$ cat src/rtl/serial_adder_pkg.sv
// Shared definitions for the bit-serial adder.
//   DEFAULT_WIDTH : default operand/result width
//   state_t       : controller state encoding
package serial_adder_pkg;

   localparam int DEFAULT_WIDTH = 8;

   typedef enum logic [1:0] {
      ST_IDLE  = 2'd0,
      ST_SHIFT = 2'd1,
      ST_DONE  = 2'd2
   } state_t;

endpackage

$ cat src/rtl/serial_adder_full_adder.sv
// One-bit full adder used as the serial adder's per-bit arithmetic cell.
// Ports:
//   a, b, cin : operand bits and carry-in
//   sum       : a ^ b ^ cin
//   carry     : carry-out
module full_adder (
   input  logic a,
   input  logic b,
   input  logic cin,
   output logic sum,
   output logic carry
);

   assign sum   = a ^ b ^ cin;
   assign carry = (a & b) | (a & cin) | (b & cin);

endmodule

$ cat src/rtl/serial_adder.sv
// Bit-serial adder: computes a + b + cin one bit per clock, LSB first,
// through a single full adder with a registered carry.
// Ports:
//   i_clk   : clock
//   i_rst   : synchronous active-high reset
//   i_start : request an addition (accepted in IDLE or DONE)
//   i_a/i_b : operands, i_cin : carry-in (captured on acceptance)
//   o_busy  : high while bits are being processed
//   o_done  : one-cycle pulse when o_sum/o_cout hold a new result
//   o_sum   : registered result, o_cout : registered carry-out
//
// state    | meaning
// ---------+------------------------------------------------
// ST_IDLE  | waiting for i_start
// ST_SHIFT | processing one operand bit per clock
// ST_DONE  | result valid; o_done high, may accept a new start
module serial_adder
   import serial_adder_pkg::*;
#(
   parameter int WIDTH = DEFAULT_WIDTH
) (
   input  logic             i_clk,
   input  logic             i_rst,
   input  logic             i_start,
   input  logic [WIDTH-1:0] i_a,
   input  logic [WIDTH-1:0] i_b,
   input  logic             i_cin,
   output logic             o_busy,
   output logic             o_done,
   output logic [WIDTH-1:0] o_sum,
   output logic             o_cout
);

   localparam int CW = $clog2(WIDTH) + 1;

   state_t           r_state;
   state_t           w_next_state;
   logic [WIDTH-1:0] r_a;
   logic [WIDTH-1:0] r_b;
   logic [WIDTH-1:0] r_psum;
   logic             r_carry;
   logic [CW-1:0]    r_cnt;

   logic             w_sum_bit;
   logic             w_carry_out;
   logic             w_last;
   logic             w_accept;
   logic [WIDTH-1:0] w_psum_next;

   full_adder u_fa (
      .a     (r_a[0]),
      .b     (r_b[0]),
      .cin   (r_carry),
      .sum   (w_sum_bit),
      .carry (w_carry_out)
   );

   assign w_last = (r_cnt == CW'(WIDTH - 1));

   // New sum bit enters at the MSB so that after WIDTH shifts bit 0 of the
   // result sits at bit 0 of the register.
   assign w_psum_next = (r_psum >> 1) | (WIDTH'(w_sum_bit) << (WIDTH - 1));

   always_comb begin
      w_next_state = r_state;
      w_accept     = 1'b0;
      o_busy       = 1'b0;
      o_done       = 1'b0;
      case (r_state)
         ST_IDLE: begin
            if (i_start) begin
               w_accept     = 1'b1;
               w_next_state = ST_SHIFT;
            end
         end
         ST_SHIFT: begin
            o_busy = 1'b1;
            if (w_last) begin
               w_next_state = ST_DONE;
            end
         end
         ST_DONE: begin
            o_done = 1'b1;
            if (i_start) begin
               w_accept     = 1'b1;
               w_next_state = ST_SHIFT;
            end else begin
               w_next_state = ST_IDLE;
            end
         end
         default: begin
            w_next_state = ST_IDLE;
         end
      endcase
   end

   always_ff @(posedge i_clk) begin
      if (i_rst) begin
         r_state <= ST_IDLE;
         r_a     <= '0;
         r_b     <= '0;
         r_psum  <= '0;
         r_carry <= 1'b0;
         r_cnt   <= '0;
         o_sum   <= '0;
         o_cout  <= 1'b0;
      end else begin
         r_state <= w_next_state;
         if (w_accept) begin
            r_a     <= i_a;
            r_b     <= i_b;
            r_carry <= i_cin;
            r_psum  <= '0;
            r_cnt   <= '0;
         end else if (r_state == ST_SHIFT) begin
            r_a     <= r_a >> 1;
            r_b     <= r_b >> 1;
            r_carry <= w_carry_out;
            r_psum  <= w_psum_next;
            r_cnt   <= r_cnt + CW'(1);
            if (w_last) begin
               o_sum  <= w_psum_next;
               o_cout <= w_carry_out;
            end
         end
      end
   end

endmodule

$ cat config.mk
export PLATFORM = sky130hd
export DESIGN_NAME = serial_adder
export DESIGN_NICKNAME = d
export VERILOG_FILES = /design/src/rtl/serial_adder_pkg.sv /design/src/rtl/serial_adder_full_adder.sv /design/src/rtl/serial_adder.sv
export SDC_FILE = /design/constraint.sdc
export NUM_CORES = 1
export LEC_CHECK = 0
export CAP_MARGIN = 20
export CORE_AREA = 2 2 60 84
export CTS_CLUSTER_SIZE = 30
export DETAILED_ROUTE_END_ITERATION = 7
export DIE_AREA = 0 0 62 86
export DONT_BUFFER_PORTS = 1
export PLACE_DENSITY = 0.48
export SLEW_MARGIN = 20
export SYNTH_ARGS = -nofsm -noshare
export SYNTH_HDL_FRONTEND = slang
export SYNTH_SLANG_ARGS = --single-unit
$ cat constraint.sdc
create_clock -name i_clk -period 1.5 [get_ports i_clk]
set_input_delay 0.3 -clock i_clk [delete_from_list [all_inputs] [get_ports i_clk]]
set_output_delay 0.3 -clock i_clk [all_outputs]
set_load 0.05 [all_outputs]
==> results list <==
- Number of DRC violations after detailed-routing iteration 0: approximately 50
- Ranked by total cell area, the synthesized netlist is headed by sky130_fd_sc_hd__dfxtp_1 50%, sky130_fd_sc_hd__nand2_1 11%, sky130_fd_sc_hd__mux2i_1 6.5%, sky130_fd_sc_hd__nor3_1 5.8%, sky130_fd_sc_hd__a21oi_1 4.5%.
- Number of antenna repair diodes: 0
- Total power for the finished layout comes to 2.24 mW.
- Hold-critical path depth: 1
* Capturing element type of the critical path: output port
- The core region is between 4000 and 5000 um2.
* Clock Pin Slew Worst Setup and Hold Paths: 0.08 ns
- Placed inst area: ~1700 um2
- The critical path is of the register to output port type.
* Nets in the synthesized netlist: roughly 200
- The most common cell in the synthesized netlist is sky130_fd_sc_hd__nand2_1.
- The tree built by TritonCTS fans out to 39 sinks.
- Yosys printed 0 warnings.
- Maximum level of the CTS H-tree: 2
* Antenna-violating nets left: 0
* Total Wirelength: 3.29 mm
- The first global-routing pass estimated between 5 and 6 mm of wire.
- Hold-fix buffer count after cts: 0
- Root cell of the clock tree: sky130_fd_sc_hd__clkbuf_8
* Worst hold slack across all endpoints: approximately 0.067 ns
* Number of distinct library cells after synthesis: 27
* Top cells by instance count after synthesis: 44 x sky130_fd_sc_hd__nand2_1, 39 x sky130_fd_sc_hd__dfxtp_1, 18 x sky130_fd_sc_hd__nor3_1
- At the placement stage, the worst setup path has a slack of 0.0734 ns.
- Tightest Hold Check Type: input port to register
* Routed via count: about 1300
- Maximum clock rate: roughly 700 MHz
- After synthesis the netlist holds a flip-flop and latch count of 39.
- In this run the tool buffered the top-level ports with 0 buffer cells.
* Total setup violations reported at the end of the flow: 0
* Maximum clock skew at final layout: 0.0105 ns
- Peak supply drop: 0.000673 V
- Routability-driven placement finished with a final weighted congestion of between 0.7 and 0.8.
- From synthesis to final layout, the design area changed by 16.8%.
- Final standard cell count with taps included and fillers excluded: between 200 and 300
* Result of the run: complete, no violations
* Placed insts: 240
- Initial core utilization: 0.342
* Ports placed on the boundary: 31
* Fin crit share: 0.952
* CTS tree: built
* Final design area excluding fillers: ~1800 um2
- In this run the horizontal extent of the chip is just over 60 um.
- For the worst flop-to-flop path, the logic depth is 5.
- After detailed routing, the average wire length per cell comes to between 10 and 15 um.
- In this run the worst path has a maximum fanout of 27.
- Across the run, the number of max-cap violations was 0.
- Utilization after layout: 0.399
* Number of flops mapped to enable cells by yosys: 0
* Top cell type by total area after synthesis: sky130_fd_sc_hd__dfxtp_1
* Transition time at the pin with the least slew margin: ~0.51 ns
- Startpoint of the most critical hold path: i_rst
- Detailed placement finished with a half-perimeter wire length of between 2 and 2.5 mm.
- Entering global routing, the biggest net connects 28 pins.
- Share of layout cells above drive strength 1: 0.128
* Leakage power summed over all cells: around 0.62 nW
* Required arrival time at the worst endpoint: roughly 1.2 ns
- Ratio of total power to cell area: 1240 nW/um2
* Post-detailed-route DRC marker count: 0
- Dividing the synthesized area by the synthesized cell count gives around 8.6 um2.
- The later pin in the worst-skew pair is clocked with a latency of approximately 0.29 ns.
- Vertical die dimension: around 86 um
* Max-slew violation total from the final report: 0
* Final worst path period need: around 1.4 ns
* Mapped Area: around 1600 um2
- In this run the tightest slew margin relative to its limit is 0.659.
- In the synthesized netlist, the number of instances is 180.
* Detailed-routing iteration count for the pre-antenna-repair pass: 4
- The number of antenna violations at the first check in global routing came to 0.
- In this run the critical register-to-register path is launched from r_cnt[0].
- Counting flops with an async set or reset pin after synthesis yields a share of 0.
- The die covers ~5300 um2.
- Top_reg_cell synth: sky130_fd_sc_hd__dfxtp_1
- Total negative slack: 0 ns
- The share of the Yosys chip area taken by registers is 0.503.
- The number of global-route vias before repair was ~1200.
- The net count of the finished layout is ~210.
* Proportion of netlist area held by the largest area contributor: 0.503
- The total overflow left after global routing is 0.
- Final WS setup: 0.0723 ns
* Number of placement rows: 29
- Using the TritonRoute via totals, the vias-per-cell ratio works out to 5.01.
- Tracing the worst setup path back leads to its startpoint at r_state[1].
* CTS Buf Count: 5
- Startpoint class of the critical path: register
- No sink is reached through more buffers than the 2 on the longest clock path.
* Worst endpoint data arrival time: roughly 1.1 ns
* Count of endpoints failing hold in the final timing report: 0
- In the global route stage, overall resource usage came out at 0.135.
worst max-delay path, cell delays in order (launching register included):
cell,delay [ns]
sky130_fd_sc_hd__dfxtp_1,0.35
sky130_fd_sc_hd__nand2b_4,0.18
sky130_fd_sc_hd__clkinv_1,0.11
sky130_fd_sc_hd__buf_12,0.19
sequential cells by signal, summed over array words and instances, names as in the netlist:
signal and count:
o_sum 8, r_state 2, o_cout 1, r_psum 7, r_cnt 4, r_a 8, r_carry 1, r_b 8
logic make-up after synthesis:
logic type	share of synthesized area
xor+xnor	0.0113
mux	0.0645
flops	0.503
buf+inv	0.0500
fa+ha+maj	0.0210
compound gates	0.124
simple gates	0.226
path summary, 6_finish.rpt:
kind | endpoint | slack, ns
min | r_a[7] | 0.07
max | o_busy | 0.07
min reg2reg | r_psum[1] | 0.45
max reg2reg | o_sum[6] | 0.12
where the power goes:
group          total [mW]  internal [mW]  switching, mW
Combinational       0.212         0.0845          0.127
Clock               0.914          0.547          0.367
Sequential           1.11           1.08         0.0303
final cells by class:
class                   instances  area (um2)
fillers                       482        2720
flip-flops and latches         39         782
multi-input cells             126         701
repair buffers                 13         123
clock buffers                   6        82.6
well taps                      62        77.6
clock inverters                 2        38.8
inverters                       2        7.51
routing by layer:
layer  wire (um)  track usage  share of wire
met4          23       0.0464         0.0070
met5           0            0              0
met3         232       0.0588          0.071
met1        1330        0.151           0.40
met2        1710        0.221           0.52
repair_timing:
| action | in CTS | in global routing |
|---|---|---|
| endpoints found under the setup margin | 1 | 10 |
| buffers inserted | 0 | 2 |
| gates resized for setup | 1 | 2 |
| gates cloned | 0 | 0 |
| pin swaps | 0 | 1 |
cells in the final DEF (no fill, tap or decap), types with 5 or more instances in the layout:
| cell | netlist | layout |
|---|---|---|
| sky130_fd_sc_hd__buf_4 | 1 | 11 |
| sky130_fd_sc_hd__clkbuf_8 | 0 | 6 |
| sky130_fd_sc_hd__dfxtp_1 | 39 | 38 |
| sky130_fd_sc_hd__a21oi_1 | 14 | 14 |
| sky130_fd_sc_hd__nor3_1 | 18 | 18 |
| sky130_fd_sc_hd__o21ai_0 | 5 | 5 |
| sky130_fd_sc_hd__mux2i_1 | 10 | 10 |
| sky130_fd_sc_hd__o22ai_1 | 8 | 8 |
| sky130_fd_sc_hd__nand3_1 | 5 | 5 |
| sky130_fd_sc_hd__nand2_1 | 44 | 44 |
Power figures use the tool's default switching activity.
